--- config.mk ---
export PLATFORM = sky130hd
export DESIGN_NAME = uart_tx_buffered
export DESIGN_NICKNAME = d
export VERILOG_FILES = /design/src/rtl/uart_pkg.sv /design/src/rtl/sync_fifo.sv /design/src/rtl/uart_tx_buffered.sv
export SDC_FILE = /design/constraint.sdc
export NUM_CORES = 1
export LEC_CHECK = 0
export ABC_AREA = 0
export BUFFER_PORTS_ARGS = -buffer_cell sky130_fd_sc_hd__buf_2
export CAP_MARGIN = 30
export CORE_UTILIZATION = 55
export CTS_CLUSTER_DIAMETER = 50
export DETAILED_ROUTE_END_ITERATION = 10
export GPL_TIMING_DRIVEN = 1
export PLACE_DENSITY = 0.74
export SYNTH_ARGS = -nofsm -noshare
export SYNTH_HDL_FRONTEND = slang
export SYNTH_HIERARCHICAL = 1
export SYNTH_SLANG_ARGS = --single-unit
--- constraint.sdc ---
create_clock -name clk -period 4.9 [get_ports clk]
set_input_delay 0.98 -clock clk [delete_from_list [all_inputs] [get_ports clk]]
set_output_delay 0.98 -clock clk [all_outputs]
set_load 0.1 [all_outputs]
--- src/rtl/uart_pkg.sv ---
// ---------------------------------------------------------------------------
// uart_pkg
// Definitions shared by the host UART transmit and receive paths.
//   DATA_BITS               : payload bits per 8N1 frame
//   CLOCKS_PER_BAUD_DEFAULT : clk cycles per bit (12 MHz / 115200); used as
//                             the baud default in both directions
//   uart_tx_state_t         : transmit FSM state encoding
// ---------------------------------------------------------------------------
package uart_pkg;

   localparam int DATA_BITS               = 8;
   localparam int CLOCKS_PER_BAUD_DEFAULT = 104;

   typedef enum logic [1:0] {
      IDLE,
      START,
      DATA,
      STOP
   } uart_tx_state_t;

endpackage

--- src/rtl/sync_fifo.sv ---
// ---------------------------------------------------------------------------
// sync_fifo
// Single-clock first-word-fall-through FIFO. The head entry is visible on
// rdata whenever rvalid is high; it is consumed on an edge with rvalid &&
// rready. DEPTH must be a power of two so the pointers wrap by overflow.
//   clk, rst        : clock, synchronous active-high reset (empties FIFO)
//   wdata/wvalid    : write data and request
//   wready          : registered !full; a write with wready low is dropped
//   rdata/rvalid    : head entry and non-empty flag
//   rready          : consume head entry
//   count           : number of entries held
// ---------------------------------------------------------------------------
module sync_fifo #(
   parameter int WIDTH = 8,
   parameter int DEPTH = 16
) (
   input  logic                       clk,
   input  logic                       rst,
   input  logic [WIDTH-1:0]           wdata,
   input  logic                       wvalid,
   output logic                       wready,
   output logic [WIDTH-1:0]           rdata,
   output logic                       rvalid,
   input  logic                       rready,
   output logic [$clog2(DEPTH+1)-1:0] count
);

   localparam int AW = (DEPTH > 1) ? $clog2(DEPTH) : 1;
   localparam int CW = $clog2(DEPTH+1);

   logic [WIDTH-1:0] r_mem [DEPTH];
   logic [AW-1:0]    r_wptr;
   logic [AW-1:0]    r_rptr;
   logic [CW-1:0]    r_count;
   logic             r_full;

   logic             w_push;
   logic             w_pop;
   logic [CW-1:0]    w_count_next;

   // Full is judged on the registered flag only, so a pop in the same cycle
   // never lets a write slip into a full FIFO.
   assign w_push = wvalid && !r_full;
   assign w_pop  = rready && (r_count != '0);

   always_comb begin
      w_count_next = r_count;
      if (w_push && !w_pop) begin
         w_count_next = r_count + CW'(1);
      end else if (!w_push && w_pop) begin
         w_count_next = r_count - CW'(1);
      end
   end

   always_ff @(posedge clk) begin
      if (rst) begin
         r_wptr  <= '0;
         r_rptr  <= '0;
         r_count <= '0;
         r_full  <= 1'b0;
      end else begin
         if (w_push) begin
            r_wptr <= r_wptr + AW'(1);
         end
         if (w_pop) begin
            r_rptr <= r_rptr + AW'(1);
         end
         r_count <= w_count_next;
         r_full  <= (w_count_next == CW'(DEPTH));
      end
   end

   always_ff @(posedge clk) begin
      if (w_push) begin
         r_mem[r_wptr] <= wdata;
      end
   end

   assign wready = !r_full;
   assign rvalid = (r_count != '0);
   assign rdata  = r_mem[r_rptr];
   assign count  = r_count;

endmodule

--- src/rtl/uart_tx_buffered.sv ---
// ---------------------------------------------------------------------------
// uart_tx_buffered
// Buffered 8N1 UART transmitter: bytes from the bus bridge are queued in a
// sync_fifo and serialized LSB first onto tx. Back-to-back frames are sent
// with no idle gap.
//
//   state | meaning
//   ------+--------------------------------------------------------------
//   IDLE  | line high, waiting for the FIFO to become non-empty
//   START | start bit (tx=0) for CLOCKS_PER_BAUD cycles
//   DATA  | data bit r_bit of r_shift, each CLOCKS_PER_BAUD cycles
//   STOP  | stop bit (tx=1); last cycle pops the next byte if one is queued
//
//   clk, rst  : clock, synchronous active-high reset (abandons any frame)
//   data_i    : byte to transmit
//   valid_i   : data_i valid; accepted on an edge where ready_o is high
//   ready_o   : FIFO not full (registered)
//   tx        : serial line, idle high, driven from a flop
//   busy_o    : FIFO non-empty or frame in progress (registered)
//   count_o   : bytes held in the FIFO, excluding the one being shifted
// ---------------------------------------------------------------------------
module uart_tx_buffered
   import uart_pkg::*;
#(
   parameter int CLOCKS_PER_BAUD = CLOCKS_PER_BAUD_DEFAULT,
   parameter int FIFO_DEPTH      = 16
) (
   input  logic                            clk,
   input  logic                            rst,
   input  logic [7:0]                      data_i,
   input  logic                            valid_i,
   output logic                            ready_o,
   output logic                            tx,
   output logic                            busy_o,
   output logic [$clog2(FIFO_DEPTH+1)-1:0] count_o
);

   localparam int BW  = $clog2(CLOCKS_PER_BAUD);
   localparam int IW  = $clog2(DATA_BITS);
   localparam int CW  = $clog2(FIFO_DEPTH+1);

   uart_tx_state_t   r_state;
   uart_tx_state_t   w_state_next;
   logic [BW-1:0]    r_baud;
   logic [BW-1:0]    w_baud_next;
   logic [IW-1:0]    r_bit;
   logic [IW-1:0]    w_bit_next;
   logic [7:0]       r_shift;
   logic [7:0]       w_shift_next;
   logic             r_tx;
   logic             w_tx_next;
   logic             r_busy;
   logic             w_busy_next;

   logic             w_pop;
   logic             w_push;
   logic             w_baud_done;
   logic             w_fifo_wready;
   logic             w_fifo_rvalid;
   logic [7:0]       w_fifo_rdata;
   logic [CW-1:0]    w_fifo_count;
   logic [CW-1:0]    w_count_next;

   sync_fifo #(
      .WIDTH (8),
      .DEPTH (FIFO_DEPTH)
   ) u_fifo (
      .clk    (clk),
      .rst    (rst),
      .wdata  (data_i),
      .wvalid (valid_i),
      .wready (w_fifo_wready),
      .rdata  (w_fifo_rdata),
      .rvalid (w_fifo_rvalid),
      .rready (w_pop),
      .count  (w_fifo_count)
   );

   assign w_push      = valid_i && w_fifo_wready;
   assign w_baud_done = (r_baud == BW'(CLOCKS_PER_BAUD-1));

   // FIFO occupancy after this edge; lets busy_o be registered alongside
   // the state so it drops in the same cycle the FSM reaches IDLE.
   always_comb begin
      w_count_next = w_fifo_count;
      if (w_push && !w_pop) begin
         w_count_next = w_fifo_count + CW'(1);
      end else if (!w_push && w_pop) begin
         w_count_next = w_fifo_count - CW'(1);
      end
   end

   always_ff @(posedge clk) begin
      if (rst) begin
         r_state <= IDLE;
         r_baud  <= '0;
         r_bit   <= '0;
         r_shift <= '0;
         r_tx    <= 1'b1;
         r_busy  <= 1'b0;
      end else begin
         r_state <= w_state_next;
         r_baud  <= w_baud_next;
         r_bit   <= w_bit_next;
         r_shift <= w_shift_next;
         r_tx    <= w_tx_next;
         r_busy  <= w_busy_next;
      end
   end

   always_comb begin
      w_state_next = r_state;
      w_baud_next  = r_baud;
      w_bit_next   = r_bit;
      w_shift_next = r_shift;
      w_pop        = 1'b0;
      case (r_state)
         IDLE: begin
            if (w_fifo_rvalid) begin
               w_pop        = 1'b1;
               w_shift_next = w_fifo_rdata;
               w_state_next = START;
               w_baud_next  = '0;
               w_bit_next   = '0;
            end
         end
         START: begin
            if (w_baud_done) begin
               w_state_next = DATA;
               w_baud_next  = '0;
               w_bit_next   = '0;
            end else begin
               w_baud_next = r_baud + BW'(1);
            end
         end
         DATA: begin
            if (w_baud_done) begin
               w_baud_next = '0;
               if (r_bit == IW'(DATA_BITS-1)) begin
                  w_state_next = STOP;
               end else begin
                  w_bit_next = r_bit + IW'(1);
               end
            end else begin
               w_baud_next = r_baud + BW'(1);
            end
         end
         STOP: begin
            if (w_baud_done) begin
               w_baud_next = '0;
               if (w_fifo_rvalid) begin
                  w_pop        = 1'b1;
                  w_shift_next = w_fifo_rdata;
                  w_state_next = START;
                  w_bit_next   = '0;
               end else begin
                  w_state_next = IDLE;
               end
            end else begin
               w_baud_next = r_baud + BW'(1);
            end
         end
         default: begin
            w_state_next = IDLE;
            w_baud_next  = '0;
            w_bit_next   = '0;
         end
      endcase
   end

   // Line level is decoded from the next state so the tx flop shows it in
   // the same cycle the state register does.
   always_comb begin
      w_tx_next   = 1'b1;
      w_busy_next = (w_state_next != IDLE) || (w_count_next != '0);
      case (w_state_next)
         START:   w_tx_next = 1'b0;
         DATA:    w_tx_next = w_shift_next[w_bit_next];
         default: w_tx_next = 1'b1;
      endcase
   end

   assign ready_o = w_fifo_wready;
   assign tx      = r_tx;
   assign busy_o  = r_busy;
   assign count_o = w_fifo_count;

endmodule

# Word-level counts from Yosys, hierarchy flattened
# Memories as Yosys holds them, arrays and structs flattened. A register that Yosys moved wholly into a read port is not among the register bits.
# Index checks and enable logic that the tools add are counted.
# Widths: inputs -> output; s select.
# classes
n_addsub	6
n_lt_le_gt_ge	1
eq_ne	9
muxes	33
n_reduce_logical	16
# op_table
operator	count
$mux 5	4
$mux 8	2
$pmux 8 s2	1
$mux 3	5
$mux 7	2
$pmux 7 s2	1
$pmux 3 s4	1
$mux 2	5
$reduce_bool 5->1	2
$add 4x1->4 const B	2
$mux 4	2
$pmux 2 s4	1
$add 7x1->7 const B	1
$eq 7x7->1 const B	1
$eq 2x2->1 const B	3
$logic_and 1x1->1	6
$mux 1	6
$add 5x1->5 const B	1
$eq 5x5->1 const B	1
$sub 5x1->5 const B	1
$eq 2x1->1 const B	2
$logic_not 1->1	4
$lt 3x4->1 const B	1
$pmux 1 s2	2
other kinds (8)	8
# word_totals
reg_bits	36
ram_bits	128
inputBits	11
output_inout_bits	8
word_cells	76
mem_count	1
# mem_list
name	words	width	read_ports	rd_ports_with_merged_regs	write_ports	line	rtl
u_fifo.r_mem	16	8	1	1	1	sync_fifo.sv:31	logic [WIDTH-1:0] r_mem [DEPTH];

# Depth between registers and ports, before layout
# logic_depth
ltp_word	9
ltp_mapped	13
ltp_nobuf	10

# Hierarchy
# Netlist, hierarchy kept.
# by_module_without_submodules
module	instances	cells_per_inst	area_each_um2	seq_area_each_um2
sync_fifo	1	287	5731.7	4204.0
uart_tx_buffered	1	167	1406.3	440.4

# Worst setup path after synthesis
# No wires, ideal clock.
# synth_timing
path_type	register -> register
from	register u_fifo.r_count[1], in the netlist u_fifo/count[1]
to	register u_fifo.r_full
setup_time_ps	116
arrival_ps	3293
t_required_ps	4784
path_slack_ps	1490
path_stages_with_launch	12
path_buffers	3
period_less_slack_ps	3410
cell_sequence	dfxtp_1 -> inv_1 -> ha_1 -> or4b_1 -> buf_2 -> clkbuf_1 -> nor3b_2 -> buf_4 -> nand2_1 -> maj3_1 -> o22a_1 -> and4_1
# synth_between
elab_chain_cells	9
word_cells_on_any_way	13
cone_classes	add/sub: 2; eq/ne: 1; mux: 5; reduce/logical: 5
# synth_rtl
element	line	rtl
from (decl)	sync_fifo.sv:34	logic [CW-1:0] r_count;
from (signal assigned)	sync_fifo.sv:68	r_count <= w_count_next;
$reduce_bool 5->1 (*)	sync_fifo.sv:80	assign rvalid = (r_count != '0);
via w_fifo_rvalid	uart_tx_buffered.sv:59	logic w_fifo_rvalid;
$mux 1 (*)	uart_tx_buffered.sv:119, uart_tx_buffered.sv:151	
$mux 1	uart_tx_buffered.sv:149	if (w_baud_done) begin
$pmux 1 s2 (*)	uart_tx_buffered.sv:117	case (r_state)
via w_pop	uart_tx_buffered.sv:55	logic w_pop;
$logic_and 1x1->1 (*)	sync_fifo.sv:44	assign w_pop = rready && (r_count != '0);
$logic_and 1x1->1 / $logic_not 1->1 (equally long branches)	sync_fifo.sv:50, sync_fifo.sv:48	
$mux 5 / $logic_and 1x1->1 (equally long branches)	sync_fifo.sv:50, sync_fifo.sv:48	
$mux 5 (*)	sync_fifo.sv:48	if (w_push && !w_pop) begin
$eq 5x5->1 (*)	sync_fifo.sv:69	r_full <= (w_count_next == CW'(DEPTH));
to (signal assigned)	sync_fifo.sv:69	
to (decl)	sync_fifo.sv:35	logic r_full;
# The timed path passes the listed nets; every way through them passes the cells marked *.
# A chain may end at the register's enable or synchronous reset.

# Final worst setup path
# layout_timing
from	register u_fifo.r_count[1], in the netlist u_fifo/count[1]
to	register r_tx, in the netlist tx
# layout_between
elab_chain_cells	7
word_cells_on_any_way	16
cone_classes	eq/ne: 2; mux: 13; reduce/logical: 1
# layout_rtl
element	line	rtl
$reduce_bool 5->1 (*)	sync_fifo.sv:80	
via w_fifo_rvalid	uart_tx_buffered.sv:59	
$mux 3 / $mux 8 (equally long branches)	uart_tx_buffered.sv:119, uart_tx_buffered.sv:151	
$mux 3 / $mux 8 (equally long branches)	uart_tx_buffered.sv:149	
$pmux 3 s4 / $pmux 8 s2 (equally long branches)	uart_tx_buffered.sv:117	
$bmux 1 s3	uart_tx_buffered.sv:178	DATA: w_tx_next = w_shift_next[w_bit_next];
$mux 1 (implied by the code)	uart_tx_buffered.sv:178	
$pmux 1 s2 (*)	uart_tx_buffered.sv:176	case (w_state_next)
to (signal assigned)	uart_tx_buffered.sv:106	r_tx <= w_tx_next;
to (decl)	uart_tx_buffered.sv:50	logic r_tx;
# The timed path passes the listed nets; every way through them passes the cells marked *. The select of a mux whose other input is x is not followed.

==> key figures <==
Outcome
  – Result of the run: finished, final reports clean

STA
  – Min Tclk post-route: 3.033 ns
  – Maximum clock rate: 329.8 MHz
  – Maximum clock skew at final layout: 0.006738 ns
  – Final period util: 61.89%
  – Slew at the pin closest to its max-slew limit: 0.8904 ns
  – Hold Violations, Final: 0
  – Final count of negative-setup-slack endpoints: 0
  – Slew Viols, Final: 0
  – Relative slew margins: 40.51%
  – RSZ-0062 raised after global routing: no
  – Setup TNS: 0 ns

Worst setup path
  – Crit path required time: 5.24 ns
  – Top fanout value on the critical path: 14
  – Worst-case reg-to-reg path depth: 10
  – Critical R2R Capture: tx$_SDFF_PP1_
  – Worst R2R Setup Slack: 1.87 ns
  – Arrival time of the worst setup path: 3.38 ns
  – Start point of the critical path: u_fifo/count[1]$_SDFF_PP0_
  – Crit path launch type: flip-flop
  – Type of the setup path with the least slack: reg2reg
  – Worst flop-to-flop path startpoint: u_fifo/count[1]$_SDFF_PP0_
  – Endpoint class of the critical path: flip-flop

CTS
  – TritonCTS clock tree: yes
  – Clock-pin transition on the worst setup and hold timing paths: 0.06 ns
  – Worst-skew pair later-pin latency: 0.42 ns
  – Total setup buffers inserted after CTS: 0
  – Count of H-tree levels built during CTS: 4
  – Inserted Clock Buffers: 17
  – Number of sinks driven by the clock tree: 168
  – Clock Path Buffers: 2
  – CTS Root Cell: clkbuf_16
  – Resized cells post-CTS: 0
  – Cts-stage hold buffer count: 0

Die
  – Initial core utilization: 56.56%
  – Num rows: 41
  – Placeable core region: 12620 um2
  – Die Y-Extent: 115.9 um
  – IO Pins: 19
  – Die Outline Area: 13440 um2
  – X dimension of the die: 115.9 um

Global route
  – Total routing usage reported by global routing: 22.30%
  – Largest net degree at the start of global routing: 34
  – Global-route wire length before repair: 20.83 mm
  – Total gr overflow: 0
  – GRT met2 Usage: 38.93%
  – Met1 routing resource usage after global routing: 26.59%
  – Number of global-route vias before repair: 3868
  – Busiest metal layer after global routing: met2
  – Met3 routing resource usage after global routing: 5.439%
  – Number of antenna violations at the first check in global routing: 1

Job
  – Max cap viols: 0

Logic synthesis
  – Simple-gate portion of the synthesized area: 8.606%
  – Dominant register cell in the synthesized netlist: edfxtp_1
  – Share of the synthesized area in the top cell type: 53.85%
  – Number of enable flip-flop cells after synthesis: 128
  – Cell type with the largest total area after synthesis: edfxtp_1
  – Count of unique library cells instantiated by Yosys: 58
  – Proportion of synthesized area in mux cells: 13.34%
  – Syn nets: 481
  – Synthesis warning total: 6
  – Arithmetic-cell share of the synthesized area counting full adders, half adders and majority gates: 2.945%
  – Synthesized-area fraction occupied by xor and xnor cells: 1.963%
  – Leading cell types by total area after synthesis: edfxtp_1 (54%), mux4_2 (13%), dfxtp_1 (11%)
  – Sequential cell area fraction in the yosys report: 65.07%
  – Post-Synthesis Cell Area: 7138 um2
  – Share of synthesized flip-flops with an asynchronous set or reset: 0%
  – Compound-cell area share of the yosys netlist: 5.784%
  – Largest family of logic cells by synthesized area: multiplexers
  – Avg Cell Area, Syn: 15.72 um2
  – Post-synthesis register bit count: 168
  – Gate Count Post-Synth: 454

Detailed routing
  – Detail-routed via count per cell: 5.989
  – Number of search-and-repair iterations in the first detailed-routing pass: 5
  – Remaining routing DRC violations: 0
  – Sum of routed wire length over all layers: 13.96 mm
  – Iteration-0 DRC Markers: 410
  – Routed wirelength normalized by instance count: 21.18 um
  – Number of nets with antenna violations after detailed routing: 0
  – Number of vias in the routed layout: 3947

Hold path
  – Source of the worst hold timing path: r_shift[3]$_SDFF_PP0_
  – Number of instances on the worst hold path: 2
  – Hold Path End: r_shift[3]$_SDFF_PP0_
  – Worst min-delay path class: reg2reg

Finish
  – Fill cell count: 923
  – Most common cell after layout, fill and taps aside: edfxtp_1
  – Post-layout util: 63.22%
  – Final Instance Area: 7978 um2
  – Area added between synthesis and finish: 11.76%
  – Final layout net count: 500
  – Commonest cells after routing, fill and taps aside: edfxtp_1 (128), mux4_2 (40), dfxtp_1 (39)
  – Layout cells sized above 1: 20.99%

Power and ir drop
  – Maximum vdd ir drop: 0.2836 mV
  – Overall power consumption: 4.300 mW
  – Total leakage power: 2.642 nW
  – Total power divided by cell area: 538.9 nW/um2

Placement
  – HPWL after DPL: 8.642 mm
  – Post-placement cell area: 7361 um2
  – Placer congestion estimate: 0.8809
  – Input/output buffers: 18
## routing by layer
metal / part of all wire [%] / wire length (um)
met1: 39 / 5466
met2: 52 / 7315
met3: 5.7 / 800
met4: 2.7 / 375
met5: 0 / 0
## critical path, stage by stage, from the launching register on
cell      delay [ns]
dfxtp_1         0.40
inv_1           0.12
ha_1            0.19
or4b_1          0.67
nand2b_1        0.37
nand2_1         0.12
a21o_1          0.27
a22oi_1         0.13
mux2i_1         0.15
or3b_1          0.37
a41oi_2         0.15
## cell families (layout without fill, tap and decap cells)
| group | after synthesis | after routing |
|---|---|---|
| DFF | 168 | 168 |
| and+or+nand+nor | 115 | 115 |
| AOI/OAI and AO/OA | 58 | 58 |
| muxes | 45 | 45 |
| buffers and inverters | 35 | 67 |
| adders and majority gates | 17 | 17 |
| xor gates and xnor gates | 16 | 16 |
| other | 0 | 1 |
## Yosys cell counts (2+ instances only)
library cell and n:
a22oi_1 9, clkbuf_1 10, o22a_1 2, nand3_1 4
mux2i_1 4, mux4_2 40, nor3_1 8, xnor2_1 9
xor2_1 7, buf_6 3, and2_4 2, inv_1 14
buf_1 2, a21oi_1 11, and2_1 18, buf_2 5
nor2_1 35, a31oi_1 5, nand2_1 14, nand4_1 7
a21o_1 4, edfxtp_1 128, dfxtp_1 40, o21ai_0 11
ha_1 16, nor3b_1 3, or3_1 2, a22o_1 2
nand2b_1 5, nor2b_1 6
## registers in the layout (all words and copies together) (netlist names), 2 cells and up, named ones only
| register | flops |
|---|---|
| r_baud | 7 |
| r_bit | 3 |
| r_shift | 8 |
| r_state | 2 |
| u_fifo/count | 5 |
| u_fifo/r_mem | 128 |
| u_fifo/r_rptr | 4 |
| u_fifo/r_wptr | 4 |
## layout make-up
type | instances | area (um2) | area share, %
antenna | 1 | 2.502 | 0.03137
clock buffer | 20 | 436.7 | 5.474
clock inverter | 12 | 166.4 | 2.086
inverter | 14 | 52.55 | 0.6587
multi-input combinational | 251 | 2330 | 29.20
sequential | 168 | 4646 | 58.23
tap | 172 | 215.2 | 2.698
timing repair buffer | 21 | 128.9 | 1.615
## through the flow
step                      std cells  worst slack [ns]  hold WS, ns
after detailed placement        625             1.484       0.4904
after global routing            658             1.670       0.5307
after floorplan                 454             1.490       0.4594
final                           659             1.867       0.4944
after CTS                       657             1.449       0.5046
after global placement          624             1.636       0.4770
## where the power goes
| group | leakage (nW) | total (mW) | internal (mW) | switching, mW |
|---|---|---|---|---|
| combinational | 0.869 | 1.23 | 0.521 | 0.712 |
| clock | 0.291 | 1.35 | 0.811 | 0.537 |
| sequential | 1.48 | 1.72 | 1.62 | 0.0992 |
| total | 2.64 | 4.30 | 2.95 | 1.35 |
## worst max path at each step
stage / endpoint
6_report: tx$_SDFF_PP1_
2_1_floorplan: u_fifo/r_full$_SDFF_PP0_
3_3_place_gp: u_fifo/r_full$_SDFF_PP0_
5_1_grt: tx$_SDFF_PP1_
4_1_cts: u_fifo/r_full$_SDFF_PP0_
3_5_place_dp: u_fifo/r_full$_SDFF_PP0_
(Power assumes the default switching activity.)
